File: src/rtl/arb_mux.sv
// N-channel arbitrating mux (fixed priority or round robin) with one registered output beat.
// One-cycle latency; in_ready drops for every channel while the output beat is stalled.
module arb_mux #(
    parameter int WIDTH = 32,
    parameter int N     = 4,
    parameter int MODE  = 1,
    localparam int SELW = $clog2(N)
) (
    input  logic               clk,
    input  logic               reset,
    input  logic [N*WIDTH-1:0] in_data,
    input  logic [N-1:0]       in_valid,
    output logic [N-1:0]       in_ready,
    output logic [WIDTH-1:0]   out_data,
    output logic               out_valid,
    input  logic               out_ready,
    output logic [SELW-1:0]    out_sel
);

    logic [SELW-1:0]  r_ptr;
    logic [WIDTH-1:0] r_data;
    logic             r_valid;
    logic [SELW-1:0]  r_sel;

    logic [SELW-1:0]  w_base;
    logic [N-1:0]     w_rot;
    logic [SELW:0]    w_sum;
    logic [SELW-1:0]  w_gnt;
    logic             w_found;
    logic             w_load_en;
    logic             w_xfer;
    logic [WIDTH-1:0] w_ch [N];

    for (genvar i = 0; i < N; i++) begin : g_ch
        assign w_ch[i] = in_data[i*WIDTH +: WIDTH];
    end

    assign w_load_en = !r_valid || out_ready;
    assign w_base    = (MODE == 1) ? r_ptr : '0;

    // Rotate so bit 0 is the channel at the pointer; first set bit is the winner.
    assign w_rot = N'({in_valid, in_valid} >> w_base);

    always_comb begin
        w_found = 1'b0;
        w_sum   = '0;
        for (int k = 0; k < N; k++) begin
            if (!w_found && w_rot[k]) begin
                w_found = 1'b1;
                w_sum   = {1'b0, w_base} + (SELW+1)'(k);
            end
        end
        if (w_sum >= (SELW+1)'(N)) begin
            w_sum = w_sum - (SELW+1)'(N);
        end
        w_gnt = w_sum[SELW-1:0];
    end

    always_comb begin
        in_ready = '0;
        if (w_found && w_load_en && !reset) begin
            in_ready[w_gnt] = 1'b1;
        end
    end

    assign w_xfer = |in_ready;

    always_ff @(posedge clk or posedge reset) begin
        if (reset) begin
            r_ptr <= '0;
        end else if (MODE == 1 && w_xfer) begin
            r_ptr <= (w_gnt == SELW'(N-1)) ? '0 : w_gnt + 1'b1;
        end
    end

    always_ff @(posedge clk or posedge reset) begin
        if (reset) begin
            r_valid <= 1'b0;
            r_data  <= '0;
            r_sel   <= '0;
        end else if (w_xfer) begin
            r_valid <= 1'b1;
            r_data  <= w_ch[w_gnt];
            r_sel   <= w_gnt;
        end else if (out_ready) begin
            r_valid <= 1'b0;
        end
    end

    assign out_data  = r_data;
    assign out_valid = r_valid;
    assign out_sel   = r_sel;

endmodule
File: config.mk
export PLATFORM = sky130hd
export DESIGN_NAME = arb_mux
export DESIGN_NICKNAME = d
export VERILOG_FILES = /design/src/rtl/arb_mux.sv
export SDC_FILE = /design/constraint.sdc
export NUM_CORES = 1
export LEC_CHECK = 0
export ABC_AREA = 1
export BUFFER_PORTS_ARGS = -buffer_cell sky130_fd_sc_hd__buf_2
export CAP_MARGIN = 20
export CORE_MARGIN = 2
export CORE_UTILIZATION = 35
export DETAILED_ROUTE_END_ITERATION = 12
export PLACE_DENSITY_LB_ADDON = 0.12
export SETUP_SLACK_MARGIN = 0.3
export SYNTH_ARGS = -nofsm -noshare
export SYNTH_HDL_FRONTEND = slang
export SYNTH_SLANG_ARGS = --single-unit
File: constraint.sdc
create_clock -name clk -period 2.94 [get_ports clk]
set_input_delay 0.294 -clock clk [delete_from_list [all_inputs] [get_ports clk]]
set_output_delay 0.294 -clock clk [all_outputs]
set_load 0.01 [all_outputs]
# Word level (Yosys, flattened, before mapping)
# Index checks and enable logic that the tools add are counted.
[classes]
n_eq_ne = 1
addsub = 5
muxes = 18
n_shift = 1
bitwise_logic = 1
magnitude_cmp = 4
reduce_logical = 14
[ops]
columns = ["op", "count"]
rows = [
  ["binary-select mux 32 bit (select 2 bit)", 1],
  ["2-to-1 mux 32 bit", 2],
  ["2-to-1 mux 3 bit", 3],
  ["right shift 8 x 2 -> 4 bit", 1],
  ["2-to-1 mux 1 bit", 7],
  ["adder 2 x 2 -> 3 bit (second input constant)", 2],
  ["greater-or-equal comparator 3 bit (second input constant)", 2],
  ["logical AND 1 bit", 6],
  ["2-to-1 mux 2 bit", 3],
  ["logical NOT 1 bit", 5],
  ["2-to-1 mux 4 bit", 1],
  ["OR reduction 4 bit", 1],
  ["adder 2 x 1 -> 3 bit (second input constant)", 1],
  ["< comparator 2 x 3 -> 1 bit (second input constant)", 1],
  ["NOT 2 -> 3 bit", 1],
  ["adder 2 x 1 -> 2 bit (second input constant)", 1],
  ["demux 1 bit (select 2 bit)", 1],
  ["== test 2 bit (second input constant)", 1],
  ["greater-or-equal comparator 2 x 1 -> 1 bit (second input constant)", 1],
  ["nonzero test 2 bit", 1],
  ["subtractor 2 x 1 -> 2 bit (second input constant)", 1],
  ["logical OR 1 bit", 1],
]
[word_totals]
register_bits = 37
wordCells = 48
inputBits = 135
out_inout_bits = 39

# Logic depth before layout (Yosys ltp)
[depth]
word_depth = 20
mapped_depth = 20
ltp_nobuf = 17

# Worst setup path before layout
# OpenSTA, ideal clock, no wires.
[synth_timing]
path_kind = "reg2reg"
from = "reg r_ptr[0]"
to = "reg r_data[15], in the netlist out_data[15]"
required_time_ns = 2.824
setup_ns = 0.116
path_buffers = 3
stages_incl_launch_ff = 21
synth_period_minus_slack_ns = 2.332
slack_ns = 0.608
t_arrival_ns = 2.216
cell_sequence = "dfrtp_1 buf_4 inv_4 nand2_2 nand2_1 nand2_1 nand2_2 nor2_1 nand2_1 nand3_1 inv_1 nand2_2 buf_4 ha_1 inv_1 nand2_2 nor2_2 nor2_8 buf_4 nand2_1 nand2_1"
[synth_via]
elab_chain_len = 19
word_cells_on_any_way = 34
cone_classes = "add/sub: 4; order compare: 3; shift: 1; mux: 15; bitwise: 1; reduce/logical: 10"
[synth_lines]
columns = ["element", "line_no", "rtl"]
rows = [
  ["from (decl)", "20", "logic [SELW-1:0] r_ptr;"],
  ["from (signal assigned)", "72", "r_ptr <= (w_gnt == SELW'(N-1)) ? '0 : w_gnt + 1'b1;"],
  ["right shift 8 x 2 -> 4 bit", "42", "assign w_rot = N'({in_valid, in_valid} >> w_base);"],
  ["2-to-1 mux 1 bit", "48", "if (!w_found && w_rot[k]) begin"],
  ["logical NOT 1 bit", "48", ""],
  ["logical AND 1 bit", "48", ""],
  ["2-to-1 mux 1 bit", "48", ""],
  ["logical NOT 1 bit", "48", ""],
  ["logical AND 1 bit", "48", ""],
  ["2-to-1 mux 1 bit", "48", ""],
  ["(+3 left out)", "--", ""],
  ["greater-or-equal comparator 3 bit or subtractor 2 x 1 -> 2 bit (tied branches)", "53, 54", ""],
  ["2-to-1 mux 2 bit", "53", "if (w_sum >= (SELW+1)'(N)) begin"],
  ["< comparator 2 x 3 -> 1 bit (implied by the code) or greater-or-equal comparator 2 x 1 -> 1 bit (tied branches)", "62", "in_ready[w_gnt] = 1'b1;"],
  ["logical AND 1 bit (implied by the code)", "62", ""],
  ["2-to-1 mux 1 bit (implied by the code)", "62", ""],
  ["demux 1 bit (select 2 bit)", "62", ""],
  ["2-to-1 mux 4 bit", "61", "if (w_found && w_load_en && !reset) begin"],
  ["OR reduction 4 bit", "66", "assign w_xfer = |in_ready;"],
  ["to (signal assigned)", "83", "r_data <= w_ch[w_gnt];"],
  ["to (decl)", "21", "logic [WIDTH-1:0] r_data;"],
]
# Several ways; a longest one is shown, not always the timed one. The select of a mux whose other input is x is not followed.
# A chain may end at the register's enable or synchronous reset.

# Worst setup path in the final report
[layout_timing]
from = "reg r_ptr[0]"
to = "out in_ready[0]"
[layout_via]
elab_chain_len = 18
word_cells_on_any_way = 29
cone_classes = "add/sub: 4; order compare: 3; shift: 1; mux: 12; reduce/logical: 9"
[layout_lines]
columns = ["element", "line_no", "rtl"]
rows = [
  ["right shift 8 x 2 -> 4 bit", "42", ""],
  ["2-to-1 mux 1 bit", "48", ""],
  ["logical NOT 1 bit", "48", ""],
  ["logical AND 1 bit", "48", ""],
  ["2-to-1 mux 1 bit", "48", ""],
  ["logical NOT 1 bit", "48", ""],
  ["logical AND 1 bit", "48", ""],
  ["2-to-1 mux 1 bit", "48", ""],
  ["(+2 left out)", "--", ""],
  ["2-to-1 mux 3 bit", "48", ""],
  ["greater-or-equal comparator 3 bit or subtractor 2 x 1 -> 2 bit (tied branches)", "53, 54", ""],
  ["2-to-1 mux 2 bit", "53", ""],
  ["< comparator 2 x 3 -> 1 bit (implied by the code) or greater-or-equal comparator 2 x 1 -> 1 bit (tied branches)", "62", ""],
  ["logical AND 1 bit (implied by the code)", "62", ""],
  ["2-to-1 mux 1 bit (implied by the code)", "62", ""],
  ["demux 1 bit (select 2 bit)", "62", ""],
  ["2-to-1 mux 4 bit (*)", "61", ""],
  ["to (decl)", "13", "output logic [N-1:0] in_ready,"],
]
# Mark *: on every way between the ends. The rest lies on a longest branch, timed or not.

==> results.md <==
* Outcome: completed
* Crit-path max FO at 35
* # nets final at 861
* CTS Buf Count at 5
* Count leader, synth: nand2_1
* Switching Fraction at 56.43%
* Cell Pwr Density at 1275 nW/um^2
* Crit path DAT at 2140 ps
* WS Path Type: reg2out
* Distinct cells, synth at 22
* RSZ-0062 raised after global routing: yes
* Initial drt markers at 141
* Synth area leaders: nand2_1, dfrtp_1, nand3_1
* Crit share post-route at between 80 and 90%
* Fmax at 0.4102 GHz
* Final ANT Viol Nets at 0
* Worst rel slew slack at 55.97%
* Total Routing Usage GR at 19.31%
* Number of synthesized flops with an enable pin at 0
* Final setup viols at 0
* #FFs+latches synth at 37
* Final Non-Filler Cells at roughly 840
* Cell Rows at 35
* Synth Instances at 566
* DP HPWL at 6.980 mm
* Crit-path slowest cell: dfrtp_2
* CTS Buffer Depth at 2
* Post-synth ARST share at 100.0%
* Fin crit period at 2438 ps
* Chip height at 99.95 microns
* Sequential element share of the synthesized area at 28.74%
* Slew Viols, Final at 0
* Mean number of vias per cell at 4.579
* Crit-path cells: inv_4, nand2_2, nand2_1, nand2_1, nand2_2, nor2_1, nand2_1, nand3_1, inv_1, nand2_2, buf_12, nor3_1, buf_2
* CTS Sinks at 37
* Hold WC Path Type: in2async
* Max-cap violations at 0
* Layout cell share with drive strength beyond 1 at between 20% and 30%
* Final GP Congestion at 0.8023
* Initial antenna violation count at 0
* Diode count at 0
* Slew @ Worst Pin at 660.4 ps
* Flop pwr share at 16.9%
* Fin. Hold Viols at 0
* Die width at approximately 100 microns
* Post-synth top cells: nand2_1, nand3_1, inv_1
* I/O pin cnt at 174
* DR DRC count at 0
* Syn. warnings at 0
* Psw at 3.050 mW
* Crit. End Element: output pin
* Final Cell Area at between 4000 and 5000 sq um
* DP Area at 4094 sq um
* Via Count at 3,833
* Leak at 2.823 nW
* IO buf count at 173
* Setup TNS at 0 ps
* Setup crit start kind: register
* Clk_lat worst skew at 290 ps
* Clock tree root buffer cell: clkbuf_8
* Post-Syn Area at 3222 sq um
* Clock Skews at 5.686 ps
* Top cell type's share of synthesized area at 34.02%
* Vias in the first global route at 3,387
* CP peak stage delay at between 400 and 500 ps
* Syn avg cell area at 5.692 sq um
* H-Tree Depth at 2
* CTS tree: yes
* CTS clk-pin slew, worst paths at 70 ps
* DR WL/cell at 11.87 microns
* Largest net degree at the start of global routing at 65
* Comb power frac at around three quarters
* Cell taking the most area after synthesis: nand2_1
* GR Overflow Total at 0
* First-pass GRT wire length at 15.84 mm
* Placed cell count at slightly above 800
* Required @ worst endpoint at between 2000 and 3000 ps
* Top_reg_cell synth: dfrtp_1
* Internal at 2.355 mW
* Drt total wl at about 9.9 mm
* CTS Hold Bufs at 0
* Syn Nets at 702
* Clock Power Share at ~6.4%
* Max VDD drop at 0.0007755 V
* P&R area growth vs syn at 31.57%
* Initial core utilization at 35.54%
* Iteration count of the initial detailed-routing pass at 4
* Die area at 9989 sq um
* Core ar. at 9065 sq um
what timing repair did:
item / CTS / global route
setup buffers: 0 / 3
endpoints found under the setup margin: 2 / 41
cloned: 0 / 1
pin swaps: 0 / 3
gates resized for setup: 1 / 4
per-stage QoR:
stage	hold slack, ps	utilization [%]	setup slack [ps]	power (mW)
after floorplan	505.7	-	607.6	4.051
after global placement	455.3	45.16	477.4	4.946
after detailed placement	454.0	45.16	380.3	4.987
after CTS	184.0	46.09	325.1	5.362
after global routing	207.6	46.76	260.8	6.125
final	166.8	46.76	502.1	5.405
layout by cell type, fill, tap and decap left out, types with 5 or more instances in the layout:
cell / n
dfrtp_1: 36
nand2_1: 290
inv_1: 73
nand3_1: 103
nand2_2: 7
buf_4: 11
buf_2: 173
clkbuf_8: 5
sequential cells by signal, summed over array words and instances, names as in the netlist:
register   flops
out_data      32
out_sel        2
r_ptr          2
out_valid      1
worst paths after layout:
| check | cells past startpoint | endpoint | startpoint | slack (ps) |
|---|---|---|---|---|
| setup / recovery | 13 | in_ready[0] | r_ptr[0] | 500 |
| hold / removal | 3 | r_ptr[1] | reset | 170 |
| setup reg to reg | 16 | out_data[28] | r_ptr[0] | 520 |
| hold reg to reg | 2 | out_data[0] | out_data[0] | 480 |
| max in group asynchronous | 3 | r_ptr[0] | reset | 2420 |
| min in group clk | 4 | out_valid | out_ready | 340 |
layout make-up:
class,instances,area (sq um)
Tap cell,111,138.9
Clock buffer,8,80.08
Fill cell,1002,4826
Multi-Input combinational cell,418,1813
Sequential cell,37,927.1
Timing Repair Buffer,186,988.4
Inverter,77,291.5
cells by family after synthesis:
group / count (synthesis) / share of synthesized area (%)
buffers and inverters: 112 / 15.65
flip-flops: 37 / 28.74
XOR/XNOR: 1 / 0.2719
AND/OR/NAND/NOR: 412 / 53.55
AO/OA/AOI/OAI: 3 / 1.398
adder cells (fa/ha/maj): 1 / 0.3883
per-layer routing:
layer	share of wire (%)	track usage (%)	wire length (microns)	vias to the layer above
met5	0	0	0	-
met4	1.0	4.215	101	0
met3	8.0	4.109	794	9
met2	47	33.11	4672	149
met1	44	25.13	4369	1648
li1	-	-	-	2027
worst max-delay path: cells and delay by family (launching register included):
kind | cells | cell delay (ps)
buffers and inverters | 4 | 540
DFF | 1 | 470
and+or+nand+nor | 9 | 830
power groups by stage:
stage	Combinational [mW]	Sequential [mW]	Clock (mW)
after global routing	4.79	0.949	0.383
final	4.14	0.915	0.347
after detailed placement	4.07	0.921	0
after floorplan	3.06	0.993	0
after global placement	4.02	0.925	0
after CTS	4.08	0.921	0.358
(Power assumes the default switching activity.)
